==> src/rtl/datamem_arbiter.sv <==
// Shares the single-port data memory between the pipeline memory stage and the
// loader/debug port: registered grant, fixed-latency read return, starvation-limited priority.
module datamem_arbiter #(
    parameter int MEM_LAT  = 2,
    parameter int MAX_WAIT = 4
) (
    input  logic        clk,
    input  logic        reset,
    input  logic        p_req,
    input  logic        p_we,
    input  logic [15:0] p_addr,
    input  logic [15:0] p_wdata,
    output logic        p_gnt,
    output logic        p_rvalid,
    output logic [15:0] p_rdata,
    input  logic        l_req,
    input  logic        l_we,
    input  logic [15:0] l_addr,
    input  logic [15:0] l_wdata,
    output logic        l_gnt,
    output logic        l_rvalid,
    output logic [15:0] l_rdata,
    output logic        m_en,
    output logic        m_we,
    output logic [15:0] m_addr,
    output logic [15:0] m_wdata,
    input  logic [15:0] m_rdata,
    output logic        busy
);

    typedef enum logic [1:0] {IDLE, GRANT, RWAIT, RESP} state_t;

    localparam logic [7:0] MAX_WAIT_C = 8'(MAX_WAIT);
    localparam logic [3:0] LAT_LAST   = 4'(MEM_LAT - 1);

    state_t      state_q, state_d;
    logic        win_l_q, win_l_d;
    logic        we_q, we_d;
    logic [15:0] addr_q, addr_d;
    logic [15:0] wdata_q, wdata_d;
    logic [3:0]  wait_q, wait_d;
    logic [7:0]  starve_q, starve_d;
    logic [15:0] p_rdata_q, p_rdata_d;
    logic [15:0] l_rdata_q, l_rdata_d;
    logic        pick_l;

    always_comb begin
        state_d   = state_q;
        win_l_d   = win_l_q;
        we_d      = we_q;
        addr_d    = addr_q;
        wdata_d   = wdata_q;
        wait_d    = wait_q;
        starve_d  = starve_q;
        p_rdata_d = p_rdata_q;
        l_rdata_d = l_rdata_q;

        // Pipeline has priority unless the loader has been starved long enough.
        pick_l = l_req && (!p_req || (starve_q >= MAX_WAIT_C));

        case (state_q)
            IDLE, RESP: begin
                if (p_req || l_req) begin
                    state_d = GRANT;
                    win_l_d = pick_l;
                    we_d    = pick_l ? l_we    : p_we;
                    addr_d  = pick_l ? l_addr  : p_addr;
                    wdata_d = pick_l ? l_wdata : p_wdata;
                end else begin
                    state_d = IDLE;
                end
            end
            GRANT: begin
                state_d = we_q ? IDLE : RWAIT;
                wait_d  = LAT_LAST;
            end
            RWAIT: begin
                if (wait_q == 4'd0) begin
                    state_d = RESP;
                    if (win_l_q) begin
                        l_rdata_d = m_rdata;
                    end else begin
                        p_rdata_d = m_rdata;
                    end
                end else begin
                    wait_d = wait_q - 4'd1;
                end
            end
            default: state_d = IDLE;
        endcase

        if (l_gnt) begin
            starve_d = 8'd0;
        end else if (l_req && (starve_q < MAX_WAIT_C)) begin
            starve_d = starve_q + 8'd1;
        end
    end

    // Reset also discards any in-flight read, so no stale rvalid can follow.
    always_ff @(posedge clk or negedge reset) begin
        if (!reset) begin
            state_q   <= IDLE;
            win_l_q   <= 1'b0;
            we_q      <= 1'b0;
            addr_q    <= 16'd0;
            wdata_q   <= 16'd0;
            wait_q    <= 4'd0;
            starve_q  <= 8'd0;
            p_rdata_q <= 16'd0;
            l_rdata_q <= 16'd0;
        end else begin
            state_q   <= state_d;
            win_l_q   <= win_l_d;
            we_q      <= we_d;
            addr_q    <= addr_d;
            wdata_q   <= wdata_d;
            wait_q    <= wait_d;
            starve_q  <= starve_d;
            p_rdata_q <= p_rdata_d;
            l_rdata_q <= l_rdata_d;
        end
    end

    assign p_gnt    = (state_q == GRANT) && !win_l_q;
    assign l_gnt    = (state_q == GRANT) &&  win_l_q;
    assign p_rvalid = (state_q == RESP)  && !win_l_q;
    assign l_rvalid = (state_q == RESP)  &&  win_l_q;
    assign m_en     = (state_q == GRANT);
    assign m_we     = (state_q == GRANT) && we_q;
    assign m_addr   = addr_q;
    assign m_wdata  = wdata_q;
    assign p_rdata  = p_rdata_q;
    assign l_rdata  = l_rdata_q;
    assign busy     = (state_q != IDLE);

endmodule
==> config.mk <==
export PLATFORM = sky130hd
export DESIGN_NAME = datamem_arbiter
export DESIGN_NICKNAME = d
export VERILOG_FILES = /design/src/rtl/datamem_arbiter.sv
export SDC_FILE = /design/constraint.sdc
export NUM_CORES = 1
export LEC_CHECK = 0
export CAP_MARGIN = 20
export CORE_AREA = 8 8 105 107
export CTS_CLUSTER_SIZE = 16
export DETAILED_ROUTE_END_ITERATION = 10
export DIE_AREA = 0 0 113 115
export GPL_TIMING_DRIVEN = 0
export PLACE_DENSITY_LB_ADDON = 0.15
export SYNTH_ARGS = -nofsm -noshare
export SYNTH_HDL_FRONTEND = slang
export SYNTH_SLANG_ARGS = --single-unit
==> constraint.sdc <==
create_clock -name clk -period 5.2 [get_ports clk]
set_input_delay 1.04 -clock clk [delete_from_list [all_inputs] [get_ports clk]]
set_output_delay 1.04 -clock clk [all_outputs]
set_load 0.02 [all_outputs]
==> results.toml <==
[worst_hold_path]
worstHoldPathCells = 1
hp-start = "l_rdata[4]$_DFFE_PN0P_"
hold_class = "flip-flop to flip-flop"

[cts]
cts.clk_slew.worst_paths_ps = 80
max-clock-path-buffers = 2
cts_tree = "yes"
insertion_delay_ps = 360
clockRootBuffer = "clkbuf_8"
cts_setup_buffers = 0
ctsHoldBuffers = 0
h-tree-depth = 3
clock_sinks = 80
post_cts_resized = 0
cts_buffers = 9

[setup_path]
worst_ep_arrival_time_ps = 2080
worstPathMaxFanout = 6
cp.required_ps = 4160
worst_setup_path_end_kind = "primary output"
crit_start = "state_q[1]$_DFFE_PN0P_"
r2r_cells = 7
reg2reg_from = "state_q[0]$_DFFE_PN0P_"
cp-start-kind = "flip-flop"
worstSetupPathType = "flip-flop to primary output"

[floorplanning]
num_rows = 36
die_w_um = 113
die_y_um = 115
die_area_um2 = 13000
core_area_um2 = 9460
start_util_pct = 48.3
io-pin-count = 157

[placed_design]
place_ws_ps = 1870
placedCellCount = 721
dpl-instance-area_um2 = 6300
port_buffers = 156
dp_hpwl_um = 10600
gp_congestion = 0.779

[layout]
fin_util_pct = 69.0
drive_gt1_share_pct = 9.79
syn2layout_area_growth_pct = 42.7
n_antenna_cell = 0
fill_cells = 740
postLayoutCellArea_um2 = 6520
stdcell_count = 737
finalNetCount = 712

[synthesis]
synthXorXnorAreaFrac_pct = 0
synth_nets = 544
synth_seq_area_share_pct = 43.8
synth.area.mux_share_pct = 9.63
synth_area_per_cell_um2 = 10.2
synth-simple-area-share_pct = 26.2
synth_top_family_by_area = "simple AND/OR/NAND/NOR gates"
synth_cell_types = 40
ys_seq_elements = 80
synth_adder_area_share_pct = 2.19
synth.cell_area_um2 = 4570
synth-compound-area-share_pct = 13.4
syn_inst = 450
yosys_warnings = 0
synth_enable_flop_cells = 0
synth_ff_type = "dfrtp_1"
async_flop_share_pct = 100

[power_and_ir_drop]
irDropWorstVdd_v = 0.000314
power_per_cell_area_nw_per_um2 = 581
total_power_mw = 3.79
power_leakage_nw = 2.68

[timing]
fmax_mhz = 320
slew_viol_final = 0
rsz0062_at_grt = "no"
period_needed_ps = 3120
hold_viol_final = 0
worstMarginPinSlew_ps = 566
fin_skew_ps = 8.65
slew_headroom_pct = 62.1
hold_ws_ps = 510
setup-tns-final_ps = 0
finalSetupViolations = 0
period_share_pct = 60.0
setup_ws_ps = 2080

[global_route]
grt_use_total_pct = 22.2
grt_start_max_net_pins = 47
grt.overflow.total = 0
grt_pass1_vias = 4553
antenna_found_initial = 0
grt_pass1_wl_um = 23400

[routing]
drtIter0Drc = 325
ant_nets = 0
vias = 4324
vias_per_cell = 5.87
routed_wl_um = 14500
wl_per_cell_um = 19.7
drcViolationCount = 0
dr.pass1.iters = 5

[job]
maxCapViolCount = 0

[status]
outcome = "finished clean"
[logic make-up (layout without fill, tap and decap cells)]
family                     after synthesis  count (layout)
adders and majority gates                8               8
muxes                                   36              36
buffers and inverters                   50             223
DFF                                     80              80
AOI/OAI and AO/OA                       78              78
and+or+nand+nor                        198             198
[cell usage in the layout (no fill, tap or decap), types with 4 or more instances in the layout]
cell / instances
o2111ai_1: 32
nand2_1: 71
clkbuf_1: 34
dfrtp_1: 80
a21o_1: 32
nand3b_1: 32
mux2_2: 24
inv_1: 10
and2_1: 8
nand4b_1: 33
clkdlybuf4s50_1: 155
nor2b_1: 5
clkbuf_8: 10
nand2b_1: 34
ha_1: 8
a21oi_1: 4
mux2_4: 10
[critical path, stage by stage, from the launching register on]
cell and delay, ps:
dfrtp_1 410, inv_1 100, ha_1 260, nand2_1 170, inv_1 160, clkdlybuf4s50_1 630
[metal layers]
metal	global-route usage (%)	part of all wire (%)	vias to the layer above
met1	27.7	43	2129
met5	0	0	-
li1	-	-	1954
met2	36.1	47	221
met3	6.62	8.7	20
met4	7.46	1.8	0
[sequential cells by signal (all words and copies together), names as in the netlist]
signal	cells
p_rdata	16
m_addr	16
wait_q	4
we_q	1
l_rdata	16
win_l_q	1
m_wdata	16
starve_q	8
state_q	2
[report_power, final]
part | internal (mW) | leakage, nW | switching, mW
sequential | 0.906 | 0.988 | 0.212
clock | 0.286 | 0.107 | 0.245
combinational | 1.04 | 1.59 | 1.10
[cell type report]
| class | instances | area (µm²) | share of cell area [%] |
|---|---|---|---|
| Multi-Input combinational cell | 320 | 2350 | 36.0 |
| Sequential cell | 80 | 2000 | 30.7 |
| Timing Repair Buffer | 157 | 1590 | 24.3 |
| Buffer | 40 | 181 | 2.78 |
| Clock buffer | 12 | 145 | 2.23 |
| Tap cell | 114 | 143 | 2.19 |
| Clock inverter | 4 | 76.3 | 1.17 |
| Inverter | 10 | 37.5 | 0.575 |
[path summary, 6_finish.rpt]
kind / endpoint / slack [ps]
worst max-delay path: l_gnt / 2080
worst min-delay path: l_rdata[4]$_DFFE_PN0P_ / 510
max in group asynchronous: m_wdata[14]$_DFFE_PN0P_ / 3970
worst min register to register: l_rdata[4]$_DFFE_PN0P_ / 510
worst max register to register: m_addr[10]$_DFFE_PN0P_ / 2740
min in group asynchronous: p_rdata[3]$_DFFE_PN0P_ / 630
[Yosys cell counts (2+ instances only)]
| master | number | area, µm² |
|---|---|---|
| nand2b_1 | 34 | 213 |
| clkbuf_1 | 32 | 120 |
| dfrtp_1 | 80 | 2000 |
| nand4_1 | 2 | 12.5 |
| o31ai_1 | 2 | 15.0 |
| mux2i_1 | 2 | 20.0 |
| nor2_1 | 2 | 7.51 |
| buf_1 | 2 | 7.51 |
| o21ai_0 | 3 | 15.0 |
| ha_1 | 8 | 100 |
| mux2_2 | 24 | 270 |
| a21oi_1 | 4 | 20.0 |
| and2_1 | 8 | 50.1 |
| buf_2 | 3 | 15.0 |
| nand2_1 | 71 | 267 |
| mux2_4 | 10 | 150 |
| nand4b_1 | 33 | 289 |
| a21o_1 | 32 | 240 |
| inv_1 | 10 | 37.5 |
| nor2b_1 | 5 | 31.3 |
| o2111ai_1 | 32 | 280 |
| nand3b_1 | 32 | 240 |
| o211ai_1 | 2 | 15.0 |
(Power assumes the default switching activity.)
